$ cat src/rtl/key_input_ctrl.sv
`default_nettype none
// ============================================================================
// Module   : key_input_ctrl
// Brief    : Synchronises and debounces four push-buttons and turns presses
//            into move requests that stay pending until draw_finish.
// Options  : KEY_AUTOREPEAT_EN - auto-repeat for down/left/right while held
// Revision : 1.0 - initial release
// ============================================================================

module key_input_ctrl #(
  parameter int DEBOUNCE_CYCLES = 250000,
  parameter int REPEAT_DELAY    = 7500000,
  parameter int REPEAT_PERIOD   = 2500000,
  parameter int CNT_W           = 24
) (
  input  logic       vga_clk,
  input  logic       reset,
  input  logic [3:0] key_sw,
  input  logic       draw_finish,
  output logic [3:0] op_keys,
  output logic [3:0] keys_held
);

  typedef enum logic [1:0] {
    S_IDLE       = 2'd0,
    S_DB_PRESS   = 2'd1,
    S_HELD       = 2'd2,
    S_DB_RELEASE = 2'd3
  } key_state_t;

  localparam logic [CNT_W-1:0] c_db_last = CNT_W'(DEBOUNCE_CYCLES - 1);
  localparam logic [CNT_W-1:0] c_cnt_one = CNT_W'(1);
`ifdef KEY_AUTOREPEAT_EN
  localparam logic [CNT_W-1:0] c_rep_delay_last  = CNT_W'(REPEAT_DELAY - 1);
  localparam logic [CNT_W-1:0] c_rep_period_last = CNT_W'(REPEAT_PERIOD - 1);
`endif

  // Every terminal count must be reachable by a CNT_W-bit counter.
  if ((DEBOUNCE_CYCLES < 1) || (REPEAT_DELAY < 1) || (REPEAT_PERIOD < 1) || (CNT_W < 1) ||
      (64'(DEBOUNCE_CYCLES) >= (64'd1 << CNT_W)) ||
      (64'(REPEAT_DELAY)    >= (64'd1 << CNT_W)) ||
      (64'(REPEAT_PERIOD)   >= (64'd1 << CNT_W))) begin : g_param_check
    $error("key_input_ctrl: counter parameters out of range for CNT_W");
  end

  logic [3:0] r_sync1;
  logic [3:0] r_sync2;
  logic [3:0] w_op_keys;
  logic [3:0] w_keys_held;

  always_ff @(posedge vga_clk or posedge reset) begin
    if (reset) begin
      r_sync1 <= 4'b0000;
      r_sync2 <= 4'b0000;
    end else begin
      r_sync1 <= key_sw;
      r_sync2 <= r_sync1;
    end
  end

  for (genvar i = 0; i < 4; i++) begin : g_key
    key_state_t       r_state;
    logic [CNT_W-1:0] r_cnt;
    logic             r_op;
    logic             r_held;
    logic             w_synced;
`ifdef KEY_AUTOREPEAT_EN
    // Rotate (bit 0) is deliberately excluded from auto-repeat.
    localparam bit c_rep = (i != 0);
    logic          r_rep_phase;
`endif

    assign w_synced = r_sync2[i];

    always_ff @(posedge vga_clk or posedge reset) begin
      if (reset) begin
        r_state <= S_IDLE;
        r_cnt   <= '0;
        r_op    <= 1'b0;
        r_held  <= 1'b0;
`ifdef KEY_AUTOREPEAT_EN
        r_rep_phase <= 1'b0;
`endif
      end else begin
        // Consume on draw_finish; an event raised below in the same cycle wins.
        r_op <= r_op & ~draw_finish;

        case (r_state)
          S_IDLE: begin
            r_held <= 1'b0;
            if (w_synced) begin
              r_state <= S_DB_PRESS;
              r_cnt   <= '0;
            end
          end

          S_DB_PRESS: begin
            if (!w_synced) begin
              r_state <= S_IDLE;
              r_cnt   <= '0;
            end else if (r_cnt == c_db_last) begin
              r_state <= S_HELD;
              r_held  <= 1'b1;
              r_op    <= 1'b1;
              r_cnt   <= '0;
`ifdef KEY_AUTOREPEAT_EN
              r_rep_phase <= 1'b0;
`endif
            end else begin
              r_cnt <= r_cnt + c_cnt_one;
            end
          end

          S_HELD: begin
            if (!w_synced) begin
              r_state <= S_DB_RELEASE;
              r_cnt   <= '0;
            end
`ifdef KEY_AUTOREPEAT_EN
            else if (c_rep) begin
              // First repeat waits the long delay, later ones the short period.
              if ((!r_rep_phase && (r_cnt == c_rep_delay_last)) ||
                  ( r_rep_phase && (r_cnt == c_rep_period_last))) begin
                r_op        <= 1'b1;
                r_cnt       <= '0;
                r_rep_phase <= 1'b1;
              end else begin
                r_cnt <= r_cnt + c_cnt_one;
              end
            end
`endif
          end

          S_DB_RELEASE: begin
            if (w_synced) begin
              r_state <= S_HELD;
              r_cnt   <= '0;
            end else if (r_cnt == c_db_last) begin
              r_state <= S_IDLE;
              r_held  <= 1'b0;
              r_cnt   <= '0;
            end else begin
              r_cnt <= r_cnt + c_cnt_one;
            end
          end

          default: begin
            r_state <= S_IDLE;
            r_cnt   <= '0;
            r_held  <= 1'b0;
          end
        endcase
      end
    end

    assign w_op_keys[i]   = r_op;
    assign w_keys_held[i] = r_held;
  end

  assign op_keys   = w_op_keys;
  assign keys_held = w_keys_held;

endmodule

`default_nettype wire

$ cat config.mk
export PLATFORM = sky130hd
export DESIGN_NAME = key_input_ctrl
export DESIGN_NICKNAME = d
export VERILOG_FILES = /design/src/rtl/key_input_ctrl.sv
export SDC_FILE = /design/constraint.sdc
export NUM_CORES = 1
export LEC_CHECK = 0
export ABC_AREA = 1
export BUFFER_PORTS_ARGS = -buffer_cell sky130_fd_sc_hd__buf_2
export CAP_MARGIN = 25
export CORE_ASPECT_RATIO = 0.7
export CORE_MARGIN = 8
export CORE_UTILIZATION = 53
export DETAILED_ROUTE_END_ITERATION = 12
export PLACE_DENSITY = 0.74
export SYNTH_ARGS = -nofsm -noshare
export SYNTH_HDL_FRONTEND = slang
export SYNTH_SLANG_ARGS = --single-unit
export TNS_END_PERCENT = 50
$ cat constraint.sdc
create_clock -name vga_clk -period 4.8 [get_ports vga_clk]
set_input_delay 0.48 -clock vga_clk [delete_from_list [all_inputs] [get_ports vga_clk]]
set_output_delay 0.48 -clock vga_clk [all_outputs]
set_load 0.05 [all_outputs]
Word level (Yosys, flattened, before mapping):

Index checks and enable logic that the tools add are counted.

* register bits after elaboration: 120
* word-level logic and storage cells: 179

* bitwise operators: 5
* muxes and demuxes: 84
* eq/ne operators: 48
* reductions and logical operators: 20
* add/subtract/negate cells: 4

Operators with widths (count)
* $mux W24: 20
* $pmux W24 S4: 4
* $add A24 B1 Y24 const B: 4
* $eq A24 B18 Y1 const B: 4
* $mux W2: 24
* $ne A2 B2 Y1 const B: 24
* $pmux W2 S4: 4
* $mux W1: 28
* $ne A3 B3 Y1 const B: 8
* $reduce_and A5 Y1: 4
* $eq A2 B2 Y1 const B: 8
* $reduce_and A4 Y1: 4
* $pmux W1 S3: 4
* $reduce_bool A3 Y1: 4
* $eq A2 B1 Y1 const B: 4
* $logic_not A2 Y1: 4
* $reduce_and A2 Y1: 4
* $and A1 B1 Y1: 4
* $not A1 Y1: 1

Depth between registers and ports, before layout:

Gate-level depths: netlist (run 1).

* word-level depth: 5
* depth in mapped cells: 13

Least setup slack after synthesis (run 1):

OpenSTA, ideal clock, no wires.

* kind: register to register
* from: reg g_key[0].r_state[0]
* to: reg g_key[0].r_cnt[15]
* setup slack: 3.217 ns
* setup time: 0.117 ns
* stages on the path, launching flop included: 13
* data required time: 4.683 ns
* clock period less this slack: 1.583 ns
* arrival: 1.465 ns
* path through: dfrtp_1 inv_1 ha_1 inv_1 nand2_1 nand2_4 nand2_1 nor2_1 nand2_4 clkinv_2 nand2_1 o21ai_1 nor2_1

* longest elaborated chain between the ends: 3
* elaborated cells on any way between the ends: 8
* classes of those cells: eq/ne: 5; mux: 1; reduce/logical: 2

RTL lines
* start: declaration: line 62 `key_state_t r_state;`
* start signal: assignment: line 77 `r_state <= S_IDLE;`
* start signal: assignment: line 92 `r_state <= S_DB_PRESS;`
* start signal: assignment: line 99 `r_state <= S_IDLE;`
* $eq A2 B2 Y1 / $logic_not A2 Y1 (equally long branches): line 88 `case (r_state)`
* $ne A2 B2 Y1 (no line)
* $reduce_and A2 Y1 (no line)
* end signal: assignment: line 110 `r_cnt <= r_cnt + c_cnt_one;`
* end signal: assignment: line 143 `r_cnt <= r_cnt + c_cnt_one;`
* end: declaration: line 63 `logic [CNT_W-1:0] r_cnt;`

Several ways; a longest one is shown, not always the timed one.
A chain may end at the register's enable or synchronous reset.

Worst setup path in the final report (run 1):

Same ends and word-level chain as after synthesis.

==> results.md, run 1 <==
* Pwr Total at 3.17 mW
* Hold wc startpoint: key_sw[0]
* TritonCTS clock tree: yes
* Cell class contributing the biggest share of worst-path delay: simple AND/OR/NAND/NOR gates
* Share of cells above drive strength 1 at 11.1%
* Die Y at 114 µm
* Worst clock skew at 0.00827 ns
* Vias per cell at 5.20
* Main combinational cell family by area after synthesis: simple AND/OR/NAND/NOR gates
* Final wirelength at 16,200 µm
* Synth Area in Compound Gates at 8.53%
* Final Non-Filler Cells at 1,213
* Htree depth at 4
* Top cells by area, synth: dfrtp_1 41%, nand2_1 13%, nor2_1 6.4%, inv_1 6.4%, nand3_1 5.3%
* Total GRT Usage at 19.4%
* Final hold vios at 0
* Fill count at 1,258
* Area growth from synthesis to layout at 10.0%
* CTS Buffer Depth at 2
* GRT overflow at 0
* # resized after CTS at 0
* EDFF count, synth at 0
* ANT nets after route at 0
* Clock Pin Slew Worst Setup and Hold Paths at 0.05 ns
* Post-DP HPWL at 11,200 µm
* IO Port Bufs at 14
* Outcome: finished, final reports clean
* Drt pass-1 iters at 6
* Simple-gate portion of the synthesized area at 34.8%
* Width of the chip at 156 µm
* Maximum VDD drop at 0.235 mV
* Hold WC Path Type: in -> reg
* Post-synthesis sequential area ratio at 41.0%
* Dominant synthesized flop cell: dfrtp_1
* Cts hold-fix bufs at 0
* Slew Viols, Final at 0
* Inst Count DP at 1,183
* Area occupied by multi-input gates at 3600 µm²
* Reg2Reg Depth at 12
* DR iter-0 viols at 623
* Initial Utilization at 53.4%
* Core area at 13,700 µm²
* WL/cell at 13.3 µm
* Avg Cell Area, Syn at 7.29 µm²
* Max-cap viol count at 0
* I/O pins at 15
* Setup Fix Bufs, Post-CTS at 0
* Slew HR at 40.7%
* Placer Congestion at 0.904
* R2R Setup Slk at 2.80 ns
* Tcrit/Tclk final at 41.6%
* Leakage at 3.63 nW
* Fmax at 0.501 GHz
* Worst slew pin tran at 0.890 ns
* Global-route wire length before repair at 28,500 µm
* Top-area cell type share of the netlist area at 41.0%
* Clock root buffer master: clkbuf_16
* Critical R2R Launch: g_key[0].r_state[0]
* Endpoints failing setup at 0
* Crit start category: flip-flop
* Mapped Area at 7320 µm²
* CTS Sinks at 120
* Setup TNS at 0 ns
* Arr. time, crit path at 2.30 ns
* Initial antenna violation count at 0
* Ratio of total power to cell area at 393 nW/µm²
* Slowest cell on crit path: dfrtp_1
* Most instantiated cells after synthesis: 256 x nand2_1, 125 x nor2_1, 124 x inv_1, 120 x dfrtp_1, 78 x nand3_1
* Die ar. at 17,900 µm²
* Hold Path Stages at 1
* Async SR Flop Fraction at 100%
* Worst skew pair latency at 0.41 ns
* Row cnt at 36
* Setup repair after global routing missed its margin: false
* DRC Markers at 0
* Vias in the first global route at 5,918
* Crit path buffers/inverters at 3
* Pin count of the biggest net entering global routing at 75
* Synth Warn # at 0
* Ordered cell list for the critical path: inv_1, ha_1, inv_1, nand2_1, nand2_4, nand2_1, nor2_1, nand2_4, clkinv_2, nand2_1, o21ai_1, nor2_1
* Synth area leader: dfrtp_1
* Synth Area in Adders at 1.37%
* Most numerous cell in the Yosys netlist: nand2_1
* Critical Path Max Stage Delay at 0.45 ns
* Via count at 6,302
* Nets at 1,027
* Mux share of post-synthesis cell area at 0%
* WS Path Type: reg -> reg
* Required time worst endpoint at 5.10 ns
* Seq cells post-synth at 120
* Critical Path End Type: flip-flop
* Num CTS Buffers at 17
* Cells after Synth at 1,003
* Xor/xnor cell area share of the yosys netlist at 4.55%
* Crit path top cell by count: nand2_1
* Antenna Cells at 0
* CP Max Fanout at 15
* Reg area at 3000 µm²
* Synth cell types at 38
* Hold EP: r_sync1[0]
* Post-synth net total at 1,018
* Reg-to-Reg End: g_key[0].r_cnt[15]
* Tmin final at 2.00 ns
-- stage by stage --
step                utilization [%]  hold slack, ns  cell area [µm²]  setup WS [ns]
floorplan                         -           0.331             7320           1.13
global placement               54.5           0.339             7460           2.87
detailed placement             54.5           0.336             7460           2.86
CTS                            58.8           0.163             8050           2.82
global route                   58.8           0.167             8050           2.67
finish                         58.8           0.175             8050           2.80
-- how the worst max path moves through the flow --
| stage | startpoint | end | slack [ns] | cells past startpoint |
|---|---|---|---|---|
| after floorplan | reset | asynchronous set/reset pin | 1.13 | 1 |
| after detailed placement | reset | g_key[2].r_cnt[16] | 2.86 | 3 |
| after global routing | g_key[0].r_state[0] | g_key[0].r_cnt[8] | 2.67 | 8 |
| after CTS | g_key[0].r_state[0] | g_key[0].r_cnt[15] | 2.82 | 12 |
| final | g_key[0].r_state[0] | g_key[0].r_cnt[15] | 2.80 | 12 |
| after global placement | reset | g_key[2].r_cnt[1] | 2.87 | 3 |
-- cell type report --
| class | count | share of cell area [%] |
|---|---|---|
| Sequential cell | 120 | 37.3 |
| Clock inverter | 9 | 1.55 |
| Inverter | 141 | 6.62 |
| Clock buffer | 21 | 5.72 |
| Multi-Input combinational cell | 716 | 44.8 |
| Tap cell | 190 | 2.95 |
| Timing Repair Buffer | 16 | 1.06 |
-- flip-flops by register name, indices dropped and copies added, names as in the netlist, named ones only --
| register | flops |
|---|---|
| g_key.r_cnt | 96 |
| g_key.r_held | 4 |
| g_key.r_op | 4 |
| g_key.r_state | 4 |
| r_sync1 | 4 |
| r_sync2 | 4 |
-- cell usage in the layout, fill, tap and decap left out, drive strengths merged, types with 8 or more instances in the layout --
cell      n
ha        8
a21oi    19
nor3     22
buf      16
nor2    148
nand2   267
inv     139
clkbuf   21
nand4    32
o22ai    26
nand3    87
dfrtp   120
o21ai    56
xor2     34
-- routing by layer --
metal	global-route usage, %	vias to the layer above	part of all wire [%]
li1	-	3229	-
met1	29.1	2915	53
met2	27.9	143	42
met3	3.66	15	4.5
met4	5.11	0	0.96
met5	0	-	0
-- cell families after synthesis --
logic type	after synthesis
XOR/XNOR	38
adder cells (fa/ha/maj)	8
AO/OA/AOI/OAI	110
buffers and inverters	167
flip-flops	120
AND/OR/NAND/NOR	560
-- where the power goes --
group | switching (mW) | internal, mW | total [mW] | leakage [nW]
clock network | 0.455 | 0.834 | 1.29 | 0.285
logic | 0.503 | 0.185 | 0.688 | 1.71
registers | 0.100 | 1.09 | 1.19 | 1.64
total | 1.06 | 2.11 | 3.17 | 3.63
Note: power is estimated with default switching activity, not from simulation.
==> run 2: changes to the inputs <==
Settings changed: PLACE_DENSITY 0.74 to 0.77.
Clock period 4.8 ns to 1.7 ns, I/O delays scaled along.
==> results.md, run 2 (synthesized netlist as in run 1, its figures left out) <==
* GRT Max-Usage Layer: met2
* Final Util at 63.1%
* Fill count at 1,133
* Outcome: finished, final reports clean
* Initial antenna violation count at 0
* Ratio of total power to cell area at 1100 nW/µm²
* Slowest cell on crit path: dfrtp_1
* Required time worst endpoint at 1.98 ns
* Hold WC Path Type: in -> reg
* GRT overflow at 0
* Hold wc startpoint: draw_finish
* Clock Pin Slew Worst Setup and Hold Paths at 0.05 ns
* Initial Utilization at 53.4%
* Reg-to-Reg End: g_key[1].r_cnt[6]
* Grt met3 use at 4.19%
* DR iter-0 viols at 750
* Leakage at 3.87 nW
* CP Max Fanout at 5
* Die ar. at 17,900 µm²
* Critical Path End Type: flip-flop
* TritonCTS clock tree: yes
* Final WS setup at 0.0633 ns
* Num CTS Buffers at 17
* Crit start category: flip-flop
* Hold EP: g_key[3].r_op
* Worst skew pair latency at 0.41 ns
* Pwr Total at 9.48 mW
* CP startpoint: g_key[1].r_cnt[0]
* Via count at 6,693
* Crit path top cell by count: buf_4
* Share of cells above drive strength 1 at 17.6%
* Post-DP HPWL at 11,500 µm
* GRT met1 Usage at 28.1%
* Tmin final at 1.64 ns
* Core area at 13,700 µm²
* WS Path Type: reg -> reg
* Fmax at 0.611 GHz
* CTS Buffer Depth at 2
* ANT nets after route at 0
* Setup WS pre-CTS at 0.0198 ns
* Largest Register: g_key.r_cnt
* Final wirelength at 17,200 µm
* Clock root buffer master: clkbuf_16
* Worst clock skew at 0.00905 ns
* Arr. time, crit path at 1.92 ns
* DRC Markers at 0
* Most common cell after layout, fill and taps aside: nand2_1
* WL/cell at 13.7 µm
* Reg2Reg Depth at 7
* IO Port Bufs at 14
* Area occupied by multi-input gates at 3790 µm²
* Most frequent cells in the layout: 250 x nand2_1, 121 x inv_1, 115 x nor2_1, 115 x dfrtp_1, 76 x nand3_1
* Ordered cell list for the critical path: ha_1, nand3_4, nor2_4, buf_4, buf_4, xor2_1, o22ai_1
* Pin count of the biggest net entering global routing at 121
* Final hold vios at 0
* Critical Path Max Stage Delay at 0.38 ns
* Drt pass-1 iters at 5
* Placer Congestion at 0.919
* Width of the chip at 156 µm
* Routing usage on met2 at 29.4%
* Reg area at 3010 µm²
* Total GRT Usage at 19.8%
* Tcrit/Tclk final at 96.3%
* Area growth from synthesis to layout at 18.2%
* Htree depth at 4
* Vias per cell at 5.32
* Nets at 1,072
* Vias in the first global route at 6,169
* Max-cap viol count at 0
* Antenna Cells at 0
* Max FFs per register at 96
* Global-route wire length before repair at 29,000 µm
* Worst slew pin tran at 0.645 ns
* Critical R2R Launch: g_key[1].r_cnt[0]
* Slew HR at 57.0%
* Maximum VDD drop at 0.742 mV
* Endpoints failing setup at 0
* Die Y at 114 µm
* Row cnt at 36
* R2R Setup Slk at 0.06 ns
* CTS Sinks at 120
* I/O pins at 15
* Hold Path Stages at 4
* Slew Viols, Final at 0
[run 2: changes by cell type in the layout (fill, tap and decap cells not counted), sizes merged]
cell         delta
buf            +37
clkbuf          -3
clkinv          +2
clkinvlp        +2
dlygate4sd3     +5
nand2           +1
nand3           +1
nor2            +1
[run 2: report_power, final]
group          internal (mW)  total [mW]  switching, mW  leakage [nW]
Clock                   2.32        3.64           1.32         0.291
Sequential              3.08        3.36          0.281          1.63
Combinational          0.880        2.48           1.60          1.95
[run 2: through the flow]
| stage | instance area [µm²] | hold WS (ns) | setup TNS [ns] | cells |
|---|---|---|---|---|
| 2_1_floorplan | 7320 | 0.201 | 0 | 1003 |
| 3_3_place_gp | 7670 | 0.278 | 0 | 1204 |
| 3_5_place_dp | 7670 | 0.279 | 0 | 1204 |
| 4_1_cts | 8320 | 0.146 | 0 | 1240 |
| 5_1_grt | 8640 | 0.161 | -0.209 | 1259 |
| 6_report | 8640 | 0.138 | 0 | 1259 |
[run 2: how the worst max path moves through the flow]
stage | to | slack (ns) | depth (start not counted)
floorplan | asynchronous set/reset pin | 0.06 | 1
global placement | g_key[2].r_cnt[22] | 0.04 | 10
detailed placement | g_key[0].r_cnt[16] | 0.02 | 9
CTS | flip-flop | 0.004 | 8
global route | g_key[1].r_cnt[12] | -0.04 | 8
finish | g_key[1].r_cnt[6] | 0.06 | 7
[run 2: metal layers]
metal | wire, µm | share of wire [%] | up-vias
met3 | 1080 | 6.3 | 28
met2 | 7450 | 43 | 227
li1 | - | - | 3327
met1 | 8500 | 49 | 3111
met5 | 0 | 0 | -
met4 | 210 | 1.2 | 0
[run 2: timing repair]
action / CTS / global route
pin swaps: 0 / 12
endpoints found under the hold margin: 115 / 0
setup buffers: 0 / 16
resized for setup: 1 / 48
cloned: 0 / 3
setup endpoints to repair: 1 / 97
hold buffers: 5 / 0
[run 2: critical path: cells and delay by family, from the launching register on]
family	cells	cell delay (ns)
AND/OR/NAND/NOR	2	0.31
flip-flops	1	0.38
AO/OA/AOI/OAI	1	0.12
adder cells (fa/ha/maj)	1	0.25
XOR/XNOR	1	0.19
buffers and inverters	2	0.24
[run 2: cell type report]
class / instances / area share [%]
Multi-Input combinational cell: 719 / 43.9
Sequential cell: 120 / 34.8
Inverter: 141 / 6.24
Timing Repair Buffer: 58 / 5.50
Clock buffer: 18 / 5.08
Tap cell: 190 / 2.75
Clock inverter: 13 / 1.77
==> run 3: changes to the inputs <==
Settings changed: BUFFER_PORTS_ARGS -buffer_cell sky130_fd_sc_hd__buf_2 to default, DONT_BUFFER_PORTS from default to 1, GPL_ROUTABILITY_DRIVEN from default to 0, PLACE_DENSITY 0.77 to 0.71.
==> results.md, run 3 (synthesized netlist as in run 1, its figures left out) <==
* Setup repair after global routing missed its margin: true
* Final WS setup at 0.0674 ns
* Most common cell after layout, fill and taps aside: nand2_1
* Die Y at 114 µm
* Final hold vios at 0
* Slew HR at 58.8%
* Required time worst endpoint at 1.98 ns
* CTS Sinks at 120
* IO Port Bufs at 0
* Antenna Cells at 0
* Row cnt at 36
* Width of the chip at 156 µm
* CTS Buffer Depth at 2
* Total GRT Usage at 19.5%
* Arr. time, crit path at 1.91 ns
* GRT overflow at 0
* Tmin final at 1.63 ns
* DR iter-0 viols at 676
* Endpoints failing setup at 0
* Vias in the first global route at 6,015
* Max-cap viol count at 0
* Critical Path End Type: flip-flop
* CP Max Fanout at 12
* Worst skew pair latency at 0.41 ns
* WS Path Type: reg -> reg
* Final Non-Filler Cells at 1,247
* Clock Pin Slew Worst Setup and Hold Paths at 0.05 ns
* Drt pass-1 iters at 6
* Reg2Reg Depth at 9
* Pwr Total at 9.52 mW
* WL/cell at 13.4 µm
* TritonCTS clock tree: yes
* Vias per cell at 5.19
* Worst clock skew at 0.0147 ns
* Post-DP HPWL at 11,500 µm
* Nets at 1,061
* Global-route wire length before repair at 28,600 µm
* Hold wc startpoint: draw_finish
* Share of cells above drive strength 1 at 15.5%
* Slew Viols, Final at 0
* Htree depth at 4
* Maximum VDD drop at 0.758 mV
* Design Area, Final at 8560 µm²
* Inst Count DP at 1,199
* Outcome: finished, final reports clean
* Largest Register: g_key.r_cnt
* Initial antenna violation count at 0
* Reg-to-Reg End: g_key[0].r_cnt[12]
* Hold EP: g_key[3].r_op
* Setup WS pre-CTS at 0.00790 ns
* Final wirelength at 16,700 µm
* Hold WC Path Type: in -> reg
* Fmax at 0.613 GHz
* Ratio of total power to cell area at 1110 nW/µm²
* Worst slew pin tran at 0.619 ns
* Tcrit/Tclk final at 96.0%
* Most frequent cells in the layout: 252 x nand2_1, 121 x inv_1, 119 x dfrtp_1
* Num CTS Buffers at 17
* ANT nets after route at 0
* Pin count of the biggest net entering global routing at 121
* Via count at 6,478
* I/O pins at 15
* Crit start category: flip-flop
* Dpl cell area at 7660 µm²
* Fin Hold WS at 0.0269 ns
* Initial Utilization at 53.4%
* Leakage at 3.86 nW
* R2R Setup Slk at 0.07 ns
* DRC Markers at 0
* Area growth from synthesis to layout at 17.0%
* Core area at 13,700 µm²
* Hold Path Stages at 3
* Max FFs per register at 96
* Die ar. at 17,900 µm²
* Clock root buffer master: clkbuf_16
==> run 3: how the worst max path moves through the flow <==
stage                                       to  depth (start not counted)               from  slack (ns)
floorplan           asynchronous set/reset pin                          1              reset        0.06
global placement            g_key[0].r_cnt[16]                          9  g_key[0].r_cnt[1]        0.04
detailed placement          g_key[0].r_cnt[16]                          9  g_key[0].r_cnt[1]       0.008
CTS                          g_key[1].r_cnt[3]                          6  g_key[1].r_cnt[0]        0.02
global route                g_key[2].r_cnt[22]                         10  g_key[2].r_cnt[1]       -0.03
finish                      g_key[0].r_cnt[12]                          9          flip-flop        0.07
==> run 3: final cells by class <==
class | count | area, µm²
Clock inverter | 11 | 180
Tap cell | 190 | 238
Fill cell | 1202 | 5130
Clock buffer | 19 | 433
Multi-Input combinational cell | 718 | 3750
Inverter | 141 | 536
Sequential cell | 120 | 3000
Timing Repair Buffer | 48 | 414
==> run 3: worst max-delay path: stages (launching register included) <==
cell	delay [ns]
dfrtp_1	0.41
ha_1	0.21
inv_1	0.06
nand2_1	0.08
nand2_4	0.11
buf_6	0.16
inv_1	0.11
a21oi_2	0.17
buf_12	0.15
nor3_1	0.05
==> run 3: per-stage QoR <==
stage	util, %	TNS, ns
global placement	55.9	0
CTS	60.8	0
floorplan	-	0
detailed placement	55.9	0
global route	62.5	-0.255
finish	62.5	0
==> run 3: power breakdown <==
part | switching, mW | total [mW] | internal, mW
Sequential | 0.372 | 3.45 | 3.07
Combinational | 1.45 | 2.27 | 0.817
Clock | 1.24 | 3.80 | 2.56
==> run 3: what timing repair did <==
action | in CTS | in global routing
buffers inserted | 0 | 11
hold buffers | 5 | 0
gates cloned | 0 | 2
resized for setup | 1 | 37
setup endpoints to repair | 1 | 74
pin swaps | 0 | 7
hold endpoints to repair | 124 | 0
==> run 3: metal layers <==
metal  vias up  GRT usage, %  share of wire (%)
met5         -             0                  0
met4         0          5.62               0.95
met3        17          3.92                4.7
met2       141          28.6                 43
met1      3013          28.5                 51
li1       3307             -                  -
